$ cat src/rtl/fpga_top_pkg.sv
// rtl/fpga_top_pkg.sv - shared types and SPI command constants for the SPI-memory readout top
package fpga_top_pkg;

   typedef enum logic [2:0] {
      IDLE,
      PWRUP,
      CMD,
      ADDR,
      READ,
      CSOFF,
      TX
   } state_t;

   localparam logic [7:0]  SPI_CMD_READ = 8'h03;
   localparam logic [23:0] SPI_ADDR     = 24'h000000;
   localparam int          CMD_BITS     = 8;
   localparam int          HDR_BITS     = 32;

endpackage

$ cat src/rtl/fpga_top_if.sv
// rtl/fpga_top_if.sv - SPI memory bus including the memory power enable
interface fpga_top_if;
   logic MEM_VCC;
   logic SPI_CLK;
   logic SPI_MOSI;
   logic SPI_MISO;
   logic SPI_CS_n;

   modport master (output MEM_VCC, output SPI_CLK, output SPI_MOSI, output SPI_CS_n, input SPI_MISO);
   modport slave  (input MEM_VCC, input SPI_CLK, input SPI_MOSI, input SPI_CS_n, output SPI_MISO);
endinterface

$ cat src/rtl/fpga_top_fifo.sv
// rtl/fpga_top_fifo.sv - synchronous FIFO with wrap-bit pointers and show-ahead read data
module sync_fifo #(
   parameter int WIDTH = 8,
   parameter int DEPTH = 16
) (
   input  logic             clk,
   input  logic             rst,
   input  logic             wr_en,
   input  logic [WIDTH-1:0] wr_data,
   input  logic             rd_en,
   output logic [WIDTH-1:0] rd_data,
   output logic             empty
);
   localparam int AW = $clog2(DEPTH);

   logic [WIDTH-1:0] mem [DEPTH];
   logic [AW:0]      wr_ptr;
   logic [AW:0]      rd_ptr;
   logic             full;

   assign empty   = (wr_ptr == rd_ptr);
   assign full    = (wr_ptr[AW] != rd_ptr[AW]) && (wr_ptr[AW-1:0] == rd_ptr[AW-1:0]);
   assign rd_data = mem[rd_ptr[AW-1:0]];

   always_ff @(posedge clk or posedge rst) begin
      if (rst) begin
         wr_ptr <= '0;
         rd_ptr <= '0;
      end else begin
         if (wr_en && !full)
            wr_ptr <= wr_ptr + 1'b1;
         if (rd_en && !empty)
            rd_ptr <= rd_ptr + 1'b1;
      end
   end

   always_ff @(posedge clk) begin
      if (wr_en && !full)
         mem[wr_ptr[AW-1:0]] <= wr_data;
   end
endmodule

$ cat src/rtl/fpga_top_uart.sv
// rtl/fpga_top_uart.sv - 8N1 UART transmitter, LSB first, idle high
module uart_tx #(
   parameter int UART_DIV = 20
) (
   input  logic       clk,
   input  logic       rst,
   input  logic       start,
   input  logic [7:0] data,
   output logic       busy,
   output logic       tx
);
   localparam int DW = $clog2(UART_DIV);

   logic [DW-1:0] div;
   logic [3:0]    nbit;
   logic [8:0]    sh;

   // nbit counts completed bit slots; sh carries the stop bit above the data
   always_ff @(posedge clk or posedge rst) begin
      if (rst) begin
         busy <= 1'b0;
         tx   <= 1'b1;
         div  <= '0;
         nbit <= '0;
         sh   <= '0;
      end else if (start && !busy) begin
         busy <= 1'b1;
         tx   <= 1'b0;
         div  <= '0;
         nbit <= '0;
         sh   <= {1'b1, data};
      end else if (busy) begin
         if (div == DW'(UART_DIV - 1)) begin
            div <= '0;
            if (nbit == 4'd9) begin
               busy <= 1'b0;
            end else begin
               nbit <= nbit + 1'b1;
               tx   <= sh[0];
               sh   <= {1'b0, sh[8:1]};
            end
         end else begin
            div <= div + 1'b1;
         end
      end
   end
endmodule

$ cat src/rtl/fpga_top.sv
// rtl/fpga_top.sv - push-button triggered SPI memory READ captured into a FIFO and drained over UART
module fpga_top
   import fpga_top_pkg::*;
#(
   parameter int SPI_HALF   = 2,
   parameter int UART_DIV   = 20,
   parameter int PWRUP_CYC  = 200,
   parameter int DEBOUNCE   = 4,
   parameter int READ_BYTES = 16,
   parameter int FIFO_DEPTH = 16
) (
   input  logic       CLKA,
   input  logic       rst,
   input  logic       pb_sw1,
   fpga_top_if.master spi,
   input  logic       UART_RX,
   output logic       UART_TX,
   output logic       FIFO_TRIG_WR,
   output logic       FIFO_TRIG_DL
);
   localparam int TOTAL_BITS = HDR_BITS + READ_BYTES * 8;
   localparam int BW         = $clog2(TOTAL_BITS + 1);
   localparam int PH_W       = $clog2(2 * SPI_HALF);
   localparam int PW_W       = $clog2(PWRUP_CYC + 1);
   localparam int DB_W       = $clog2(DEBOUNCE + 1);

   logic [1:0]      pb_sync;
   logic [1:0]      unused_uart_rx_s;
   logic            pb_armed;
   logic [DB_W-1:0] db_cnt;
   logic            press;

   state_t          state;
   logic [PW_W-1:0] pw_cnt;
   logic [PH_W-1:0] ph;
   logic [BW-1:0]   bit_cnt;
   logic [31:0]     tx_sh;
   logic [7:0]      rx_sh;
   logic [2:0]      rx_cnt;
   logic            push;
   logic            pop;

   logic [7:0]      fifo_rd_data;
   logic            fifo_empty;
   logic            uart_busy;

   // One start event per press: re-armed only after the button is seen released
   assign press = pb_armed && !pb_sync[1] && (db_cnt == DB_W'(DEBOUNCE - 1));

   always_ff @(posedge CLKA or posedge rst) begin
      if (rst) begin
         pb_sync          <= 2'b11;
         unused_uart_rx_s <= 2'b11;
         pb_armed         <= 1'b0;
         db_cnt           <= '0;
      end else begin
         pb_sync          <= {pb_sync[0], pb_sw1};
         unused_uart_rx_s <= {unused_uart_rx_s[0], UART_RX};
         if (pb_sync[1]) begin
            pb_armed <= 1'b1;
            db_cnt   <= '0;
         end else if (press) begin
            pb_armed <= 1'b0;
            db_cnt   <= '0;
         end else if (pb_armed) begin
            db_cnt <= db_cnt + 1'b1;
         end
      end
   end

   always_ff @(posedge CLKA or posedge rst) begin
      if (rst) begin
         state        <= IDLE;
         pw_cnt       <= '0;
         ph           <= '0;
         bit_cnt      <= '0;
         tx_sh        <= '0;
         rx_sh        <= '0;
         rx_cnt       <= '0;
         push         <= 1'b0;
         pop          <= 1'b0;
         spi.MEM_VCC  <= 1'b0;
         spi.SPI_CLK  <= 1'b0;
         spi.SPI_MOSI <= 1'b0;
         spi.SPI_CS_n <= 1'b1;
      end else begin
         push <= 1'b0;
         pop  <= 1'b0;
         case (state)
            IDLE: begin
               if (press) begin
                  state       <= PWRUP;
                  spi.MEM_VCC <= 1'b1;
                  pw_cnt      <= '0;
               end
            end
            PWRUP: begin
               if (pw_cnt == PW_W'(PWRUP_CYC - 1)) begin
                  state        <= CMD;
                  spi.SPI_CS_n <= 1'b0;
                  tx_sh        <= {SPI_CMD_READ, SPI_ADDR};
                  spi.SPI_MOSI <= SPI_CMD_READ[7];
                  ph           <= '0;
                  bit_cnt      <= '0;
                  rx_cnt       <= '0;
               end else begin
                  pw_cnt <= pw_cnt + 1'b1;
               end
            end
            CMD, ADDR, READ: begin
               ph <= ph + 1'b1;
               if (ph == PH_W'(SPI_HALF - 1)) begin
                  spi.SPI_CLK <= 1'b1;
                  if (state == READ) begin
                     rx_sh  <= {rx_sh[6:0], spi.SPI_MISO};
                     rx_cnt <= rx_cnt + 1'b1;
                     push   <= (rx_cnt == 3'd7);
                  end
               end
               // Bit boundary: falling SCK and next MOSI bit launched together
               if (ph == PH_W'(2 * SPI_HALF - 1)) begin
                  spi.SPI_CLK  <= 1'b0;
                  ph           <= '0;
                  bit_cnt      <= bit_cnt + 1'b1;
                  tx_sh        <= {tx_sh[30:0], 1'b0};
                  spi.SPI_MOSI <= tx_sh[30];
                  if (bit_cnt == BW'(CMD_BITS - 1)) begin
                     state <= ADDR;
                  end else if (bit_cnt == BW'(HDR_BITS - 1)) begin
                     state <= READ;
                  end else if (bit_cnt == BW'(TOTAL_BITS - 1)) begin
                     state        <= CSOFF;
                     spi.SPI_CS_n <= 1'b1;
                     spi.MEM_VCC  <= 1'b0;
                     spi.SPI_MOSI <= 1'b0;
                  end
               end
            end
            CSOFF: state <= TX;
            TX: begin
               // pop is held off for one cycle so the UART busy flag can catch up
               if (!fifo_empty && !uart_busy && !pop)
                  pop <= 1'b1;
               else if (fifo_empty && !uart_busy && !pop)
                  state <= IDLE;
            end
            default: state <= IDLE;
         endcase
      end
   end

   assign FIFO_TRIG_WR = push;
   assign FIFO_TRIG_DL = pop;

   sync_fifo #(
      .WIDTH (8),
      .DEPTH (FIFO_DEPTH)
   ) u_fifo (
      .clk     (CLKA),
      .rst     (rst),
      .wr_en   (push),
      .wr_data (rx_sh),
      .rd_en   (pop),
      .rd_data (fifo_rd_data),
      .empty   (fifo_empty)
   );

   uart_tx #(
      .UART_DIV (UART_DIV)
   ) u_uart (
      .clk   (CLKA),
      .rst   (rst),
      .start (pop),
      .data  (fifo_rd_data),
      .busy  (uart_busy),
      .tx    (UART_TX)
   );
endmodule

$ cat src/flat_wrapper.sv
// flat-port wrapper written by rule: the top's interface ports become plain ports
module fpga_top_flat import fpga_top_pkg::*;
#(
   parameter int SPI_HALF   = 2,
   parameter int UART_DIV   = 20,
   parameter int PWRUP_CYC  = 200,
   parameter int DEBOUNCE   = 4,
   parameter int READ_BYTES = 16,
   parameter int FIFO_DEPTH = 16
)
  (CLKA, rst, pb_sw1, UART_RX, UART_TX, FIFO_TRIG_WR, FIFO_TRIG_DL, spi_MEM_VCC, spi_SPI_CLK, spi_SPI_MOSI, spi_SPI_CS_n, spi_SPI_MISO);
  fpga_top_if spi_i ();
  input  logic CLKA;
  input  logic rst;
  input  logic pb_sw1;
  input  logic UART_RX;
  output logic UART_TX;
  output logic FIFO_TRIG_WR;
  output logic FIFO_TRIG_DL;
  output wire logic [$bits(spi_i.MEM_VCC)-1:0] spi_MEM_VCC;
  output wire logic [$bits(spi_i.SPI_CLK)-1:0] spi_SPI_CLK;
  output wire logic [$bits(spi_i.SPI_MOSI)-1:0] spi_SPI_MOSI;
  output wire logic [$bits(spi_i.SPI_CS_n)-1:0] spi_SPI_CS_n;
  input wire logic [$bits(spi_i.SPI_MISO)-1:0] spi_SPI_MISO;
  assign spi_MEM_VCC = spi_i.MEM_VCC;
  assign spi_SPI_CLK = spi_i.SPI_CLK;
  assign spi_SPI_MOSI = spi_i.SPI_MOSI;
  assign spi_SPI_CS_n = spi_i.SPI_CS_n;
  assign spi_i.SPI_MISO = spi_SPI_MISO;
  fpga_top #(.SPI_HALF(SPI_HALF), .UART_DIV(UART_DIV), .PWRUP_CYC(PWRUP_CYC), .DEBOUNCE(DEBOUNCE), .READ_BYTES(READ_BYTES), .FIFO_DEPTH(FIFO_DEPTH)) u_core (.CLKA(CLKA), .rst(rst), .pb_sw1(pb_sw1), .spi(spi_i), .UART_RX(UART_RX), .UART_TX(UART_TX), .FIFO_TRIG_WR(FIFO_TRIG_WR), .FIFO_TRIG_DL(FIFO_TRIG_DL));
endmodule
$ cat config.mk
export PLATFORM = sky130hd
export DESIGN_NAME = fpga_top_flat
export DESIGN_NICKNAME = d
export VERILOG_FILES = /design/src/rtl/fpga_top_pkg.sv /design/src/rtl/fpga_top_if.sv /design/src/rtl/fpga_top_fifo.sv /design/src/rtl/fpga_top_uart.sv /design/src/rtl/fpga_top.sv /design/src/flat_wrapper.sv
export SDC_FILE = /design/constraint.sdc
export NUM_CORES = 1
export LEC_CHECK = 0
export CORE_MARGIN = 8
export CORE_UTILIZATION = 65
export CTS_BUF_LIST = sky130_fd_sc_hd__clkbuf_8
export DETAILED_ROUTE_END_ITERATION = 12
export PLACE_DENSITY_LB_ADDON = 0.08
export SYNTH_ARGS = -nofsm -noshare
export SYNTH_HDL_FRONTEND = slang
export SYNTH_SLANG_ARGS = --single-unit
export TNS_END_PERCENT = 100
$ cat constraint.sdc
create_clock -name CLKA -period 3.55 [get_ports CLKA]
set_input_delay 0.71 -clock CLKA [delete_from_list [all_inputs] [get_ports CLKA]]
set_output_delay 0.71 -clock CLKA [all_outputs]
set_load 0.005 [all_outputs]
==> results of run 1 <==
[sequential cells by signal, indices dropped and copies added (netlist names), 7 cells and up]
name	count
u_core.bit_cnt	8
u_core.pw_cnt	8
u_core.rx_sh	8
u_core.tx_sh	7
u_core.u_fifo.mem	128
u_core.u_uart.sh	9
[logic make-up (layout without fill, tap and decap cells)]
kind of cell | after synthesis | count (layout) | synth area share, %
simple gates | 169 | 169 | 10.2
mux | 47 | 47 | 10.0
fa+ha+maj | 15 | 15 | 2.12
compound gates | 81 | 81 | 6.56
buf+inv | 43 | 113 | 2.09
xor+xnor | 27 | 27 | 2.67
flops | 209 | 209 | 66.3
[power by group through the flow]
stage	clock (mW)	sequential [mW]	combinational, mW
floorplan	0	2.98	0.444
global placement	0	3.09	0.504
detailed placement	0	3.11	0.532
CTS	2.05	3.06	0.536
global route	2.17	3.09	0.601
finish	2.00	3.07	0.538
[cells in the final DEF, fill, tap and decap left out, drive strengths merged, types with 17 or more instances in the layout]
master    n
nor2b    17
mux4     32
nor2     36
nand2    49
inv      30
dfrtp    77
clkbuf   40
buf      22
edfxtp  128
[final cells by class]
| cell class | instances | area (um2) |
|---|---|---|
| Clock inverter | 24 | 123 |
| Fill cell | 798 | 3400 |
| Multi-Input combinational cell | 339 | 2800 |
| Tap cell | 176 | 220 |
| Sequential cell | 209 | 5880 |
| Timing Repair Buffer | 32 | 265 |
| Inverter | 17 | 65.1 |
| Clock buffer | 40 | 551 |
[worst max path at each step]
stage                                                    from                            endpoint  slack [ns]  cells past startpoint
after global placement    u_core.u_fifo.rd_ptr[2]$_DFFE_PP0P_  u_core.u_fifo.mem[11][3]$_DFFE_PP_        0.80                      5
after detailed placement  u_core.u_fifo.rd_ptr[2]$_DFFE_PP0P_  u_core.u_fifo.mem[11][3]$_DFFE_PP_        0.71                      5
final                     u_core.u_fifo.rd_ptr[2]$_DFFE_PP0P_  u_core.u_fifo.mem[11][1]$_DFFE_PP_        0.69                      5
after CTS                 u_core.u_fifo.rd_ptr[2]$_DFFE_PP0P_  u_core.u_fifo.mem[11][1]$_DFFE_PP_        0.68                      5
after global routing      u_core.u_fifo.rd_ptr[2]$_DFFE_PP0P_  u_core.u_fifo.mem[11][1]$_DFFE_PP_        0.49                      5
after floorplan                                           rst       u_core.FIFO_TRIG_DL$_DFF_PP0_        0.77                      1
[routing by layer]
| metal | vias up | wire [um] | share of wire (%) | track usage [%] |
|---|---|---|---|---|
| met3 | 19 | 1130 | 6.5 | 4.16 |
| met2 | 169 | 8280 | 47 | 32.1 |
| met1 | 2656 | 7830 | 45 | 28.5 |
| met4 | 0 | 229 | 1.3 | 6.94 |
| li1 | 2344 | - | - | - |
| met5 | - | 0 | 0 | 0 |
[Yosys cell counts (2+ instances only)]
cell type and n:
mux2i_1 2, nand3b_1 3, or3b_2 2, nand3_1 14, nor4_1 2, o31ai_1 3, a21oi_1 12, nand4bb_1 2
ha_1 15, a311oi_1 9, dfstp_2 4, a21boi_1 2, dfrtp_1 77, xor2_1 12, xnor2_1 15, buf_4 2
o22ai_1 2, a2111oi_0 9, nand2b_1 7, nor2_1 36, nand4_1 10, o21ai_0 15, mux2_2 13, and3_1 3
nor3_1 8, clkbuf_1 15, nor3b_1 3, a211oi_1 11, and2_1 5, nor2b_1 17, buf_2 5, nand2_1 49
inv_1 17, a22o_1 12, clkbuf_2 2, edfxtp_1 128, mux4_2 32, nor4_4 2
==> impl_metrics.yaml, run 1 <==
critical_path:
  regToRegSetupSlack_ns: 0.69
  worstSetupPathType: "flop to flop"
  setup.worst_path.start_class: "flop"
  cpMaxStageDelayCell: "dfrtp_1"
  worstReg2RegStart: "u_core.u_fifo.rd_ptr[2]$_DFFE_PP0P_"
  path_delay_family: "simple AND/OR/NAND/NOR gates"
  crit_chain: "xor2_1 > nor4_4 > a21boi_1 > nand2_1 > nor2_1"
  worstPathArrival_ns: 2.98
  end_kind: "flop"
  cp.required_ns: 3.67
  worst-path-buf-inv: 0
  worstReg2RegEnd: "u_core.u_fifo.mem[11][1]$_DFFE_PP_"
  reg2reg_depth: 5
  slowest_delay_ns: 0.66
  crit_fanout: 13
synthesis:
  synth_ff_type: "edfxtp_1"
  yosysWarnings: 0
  synth_area_leader_cell: "edfxtp_1"
  ys_types: 52
  ys_seq_area_share_pct: 66.3
  syn_avg_cell_area_um2: 15.0
  synth-edff-count: 128
  synth_top_area_share_pct: 43.4
  yosys-top-cells-area: "edfxtp_1 43%, dfrtp_1 22%, mux4_2 8.1%"
  syn_inst: 591
  syn-cell-area_um2: 8860
  ys_async_sr_fraction_pct: 38.8
  ys_seq_elements: 209
  syn_nets: 611
clock_network:
  cts_resized: 0
  clock_sinks: 209
  clockBufferDepth: 3
  cts_inserted_buffers: 36
  clk_latency_ns: 0.50
  h-tree-depth: 2
  postCtsSetupBuffers: 0
  cts.clk_slew.worst_paths_ns: 0.06
  hold_buffers: 0
  cts_tree: "built"
  root_buffer: "clkbuf_8"
floorplan:
  die_area_um2: 17600
  fp.dieW_um: 133
  rows: 42
  initial_core_util_pct: 66.6
  coreArea_um2: 13300
  die_h_um: 133
  ioPinCount: 12
sta:
  rsz0062_at_grt: "no"
  tns_ns: 0
  worst_slew_pin_slew_ns: 1.01
  finalHoldViolCount: 0
  period_needed_ns: 2.86
  min_period_over_period_pct: 80.7
  maxSlewViolCount: 0
  maxSlewHeadroom_pct: 31.3
  whs_ns: 0.366
  fmax_mhz: 349
  skew_ns: 0.0244
  setup_viol: 0
  fin_ws_ns: 0.686
routing:
  routed_via_density: 6.20
  drc: 0
  wl_mm: 17.5
  vias: 5188
  antenna_left: 0
  post_drt_wl_per_cell_um: 20.9
  drt_iter0_drc: 429
  drt-pass1-iter-count: 5
placement:
  dp_hpwl_mm: 11.1
  port_buffers: 10
  gp_congestion: 0.874
  dp_slack_ns: 0.706
  dpl-instance-area_um2: 9220
  dpl.cell_count: 773
flow_run:
  drv_cap: 0
global_route:
  antenna_found_initial: 0
  grt.overflow.total: 0
  grt_pass1_wl_mm: 28.2
  grt_pass1_vias: 5236
  grt_max_degree: 46
  grt_usage_pct: 20.6
pwr:
  p_clk_share_pct: 35.7
  p_int_mw: 4.15
  seqPwrFrac_pct: 54.7
  p_total_mw: 5.61
  power.leakage_nw: 3.75
  p_per_area_nw_per_um2: 567
  power.share.switching_pct: 26.1
  switchingPower_mw: 1.46
  vdd_drop_max_v: 0.000543
  p_comb_share_pct: 9.6
finish:
  synthToLayoutAreaGrowth_pct: 11.7
  layout.nets: 655
  n_antenna_cell: 0
  utilization_pct: 74.4
  final_cells: 837
  drive_gt1_share_pct: 19.1
  fin_area_um2: 9900
min_path:
  worstHoldStart: "u_core.pb_sync[0]$_DFF_PP1_"
  whs_path_depth: 0
  min_to: "u_core.pb_sync[1]$_DFF_PP1_"
  hp-class: "flop to flop"
outcome:
  outcome: "finished, final reports clean"
Power figures use the tool's default switching activity.
==> inputs of run 2 (changes only) <==
CORE_UTILIZATION = 58   (was 65)
clock period = 2.6 ns   (was 3.55 ns; I/O delays follow)
==> run 2 against run 1 <==
- clock power increased by 38%
- register-to-register slack got worse by 0.37 ns
- design area increased by 1.4%
- total power increased by 38%
- die area increased by 11%
==> impl_metrics.yaml, run 2 (synthesized netlist as in run 1, its figures left out) <==
routing:
  post_drt_wl_per_cell_um: 20.8
  wl_mm: 17.9
  routed_via_density: 6.01
  drt_iter0_drc: 294
  vias: 5167
  drc: 0
  drt-pass1-iter-count: 5
  antenna_left: 0
global_route:
  grt_pass1_vias: 5183
  grt_usage_pct: 18.8
  antenna_found_initial: 0
  grt_pass1_wl_mm: 28.6
  grt_max_degree: 43
  grt.overflow.total: 0
critical_path:
  crit_end: "u_core.u_uart.sh[2]$_DFFE_PP0P_"
  setup.worst_path.start_class: "flop"
  crit_fanout: 10
  worstPathArrival_ns: 2.62
  worstReg2RegEnd: "u_core.u_uart.sh[2]$_DFFE_PP0P_"
  regToRegSetupSlack_ns: 0.32
  worstReg2RegStart: "u_core.u_fifo.rd_ptr[0]$_DFFE_PP0P_"
  end_kind: "flop"
  crit_start: "u_core.u_fifo.rd_ptr[0]$_DFFE_PP0P_"
  cp.required_ns: 2.94
  worstSetupPathType: "flop to flop"
  reg2reg_depth: 5
finish:
  fin_area_um2: 10000
  drive_gt1_share_pct: 20.8
  utilization_pct: 66.5
  synthToLayoutAreaGrowth_pct: 13.3
  layout.nets: 666
  final_cells: 860
  final_cell_mix: "128 x edfxtp_1, 76 x dfrtp_1, 49 x nand2_1"
  final_common_cell: "edfxtp_1"
  largest_register_ffs: 128
  n_antenna_cell: 0
floorplan:
  fp.dieW_um: 140
  rows: 45
  die_area_um2: 19500
  initial_core_util_pct: 58.7
  ioPinCount: 12
  coreArea_um2: 15100
  die_h_um: 140
clock_network:
  clk_latency_ns: 0.52
  hold_buffers: 0
  clock_sinks: 209
  cts.clk_slew.worst_paths_ns: 0.06
  cts_tree: "built"
  cts_inserted_buffers: 35
  h-tree-depth: 2
  cts_resized: 0
  postCtsSetupBuffers: 0
  root_buffer: "clkbuf_8"
  clockBufferDepth: 3
placement:
  port_buffers: 10
  gp_congestion: 0.877
  dp_slack_ns: 0.332
  dp_hpwl_mm: 11.4
  dpl-instance-area_um2: 9370
  dpl.cell_count: 797
pwr:
  p_per_area_nw_per_um2: 769
  p_int_mw: 5.66
  seqPwrFrac_pct: 54.1
  switchingPower_mw: 2.06
  power.share.switching_pct: 26.7
  p_comb_share_pct: 10.0
  power.leakage_nw: 3.78
  vdd_drop_max_v: 0.000705
  p_total_mw: 7.72
  p_clk_share_pct: 35.9
sta:
  whs_ns: 0.324
  setup_viol: 0
  period_needed_ns: 2.28
  tns_ns: 0
  maxSlewHeadroom_pct: 47.4
  rsz0062_at_grt: "no"
  fmax_mhz: 438
  maxSlewViolCount: 0
  fin_ws_ns: 0.319
  finalHoldViolCount: 0
  worst_slew_pin_slew_ns: 0.782
  min_period_over_period_pct: 87.7
  skew_ns: 0.0298
min_path:
  hp-class: "input port to async pin"
flow_run:
  drv_cap: 0
outcome:
  outcome: "finished, final reports clean"
-- run 2: changes by cell type in the layout (fill, tap and decap cells not counted) --
cell,delta
clkinvlp_4,+3
buf_12,+3
clkinv_1,+3
inv_1,-6
buf_4,+9
clkbuf_8,-1
-- run 2: critical path, stage by stage (launching register included) --
cell and delay (ns):
dfrtp_2 0.58, buf_12 0.20, mux4_2 0.53, nor2b_1 0.15
a2111oi_0 0.55, a311oi_1 0.09
-- run 2: how the worst min path moves through the flow --
stage                           startpoint                           to  depth (start not counted)
6_report                               rst     u_core.ph[1]$_DFFE_PP0P_                          2
4_1_cts                                rst     u_core.ph[1]$_DFFE_PP0P_                          2
2_1_floorplan  u_core.pb_sync[0]$_DFF_PP1_  u_core.pb_sync[1]$_DFF_PP1_                          0
3_5_place_dp   u_core.pb_sync[0]$_DFF_PP1_  u_core.pb_sync[1]$_DFF_PP1_                          0
3_3_place_gp   u_core.pb_sync[0]$_DFF_PP1_  u_core.pb_sync[1]$_DFF_PP1_                          0
5_1_grt                                rst     u_core.ph[0]$_DFFE_PP0P_                          2
-- run 2: cell type report --
cell class / instances / area (um2)
repair buffers: 44 / 393
fillers: 1091 / 5050
flip-flops and latches: 209 / 5880
well taps: 188 / 235
clock inverters: 24 / 134
multi-input cells: 339 / 2800
inverters: 17 / 65.1
clock buffers: 39 / 537
-- run 2: layer usage --
metal | global-route usage [%] | up-vias | wire length (um)
li1 | - | 2362 | -
met1 | 27.0 | 2629 | 8520
met2 | 28.3 | 137 | 8100
met3 | 3.73 | 39 | 885
met4 | 6.29 | 0 | 396
met5 | 0 | - | 0
-- run 2: power groups by stage --
stage          clock, mW  sequential [mW]  combinational, mW
5_1_grt             2.97             4.21              0.866
3_3_place_gp           0             4.21              0.734
6_report            2.77             4.18              0.771
3_5_place_dp           0             4.23              0.758
4_1_cts             2.84             4.17              0.770
2_1_floorplan          0             4.07              0.606
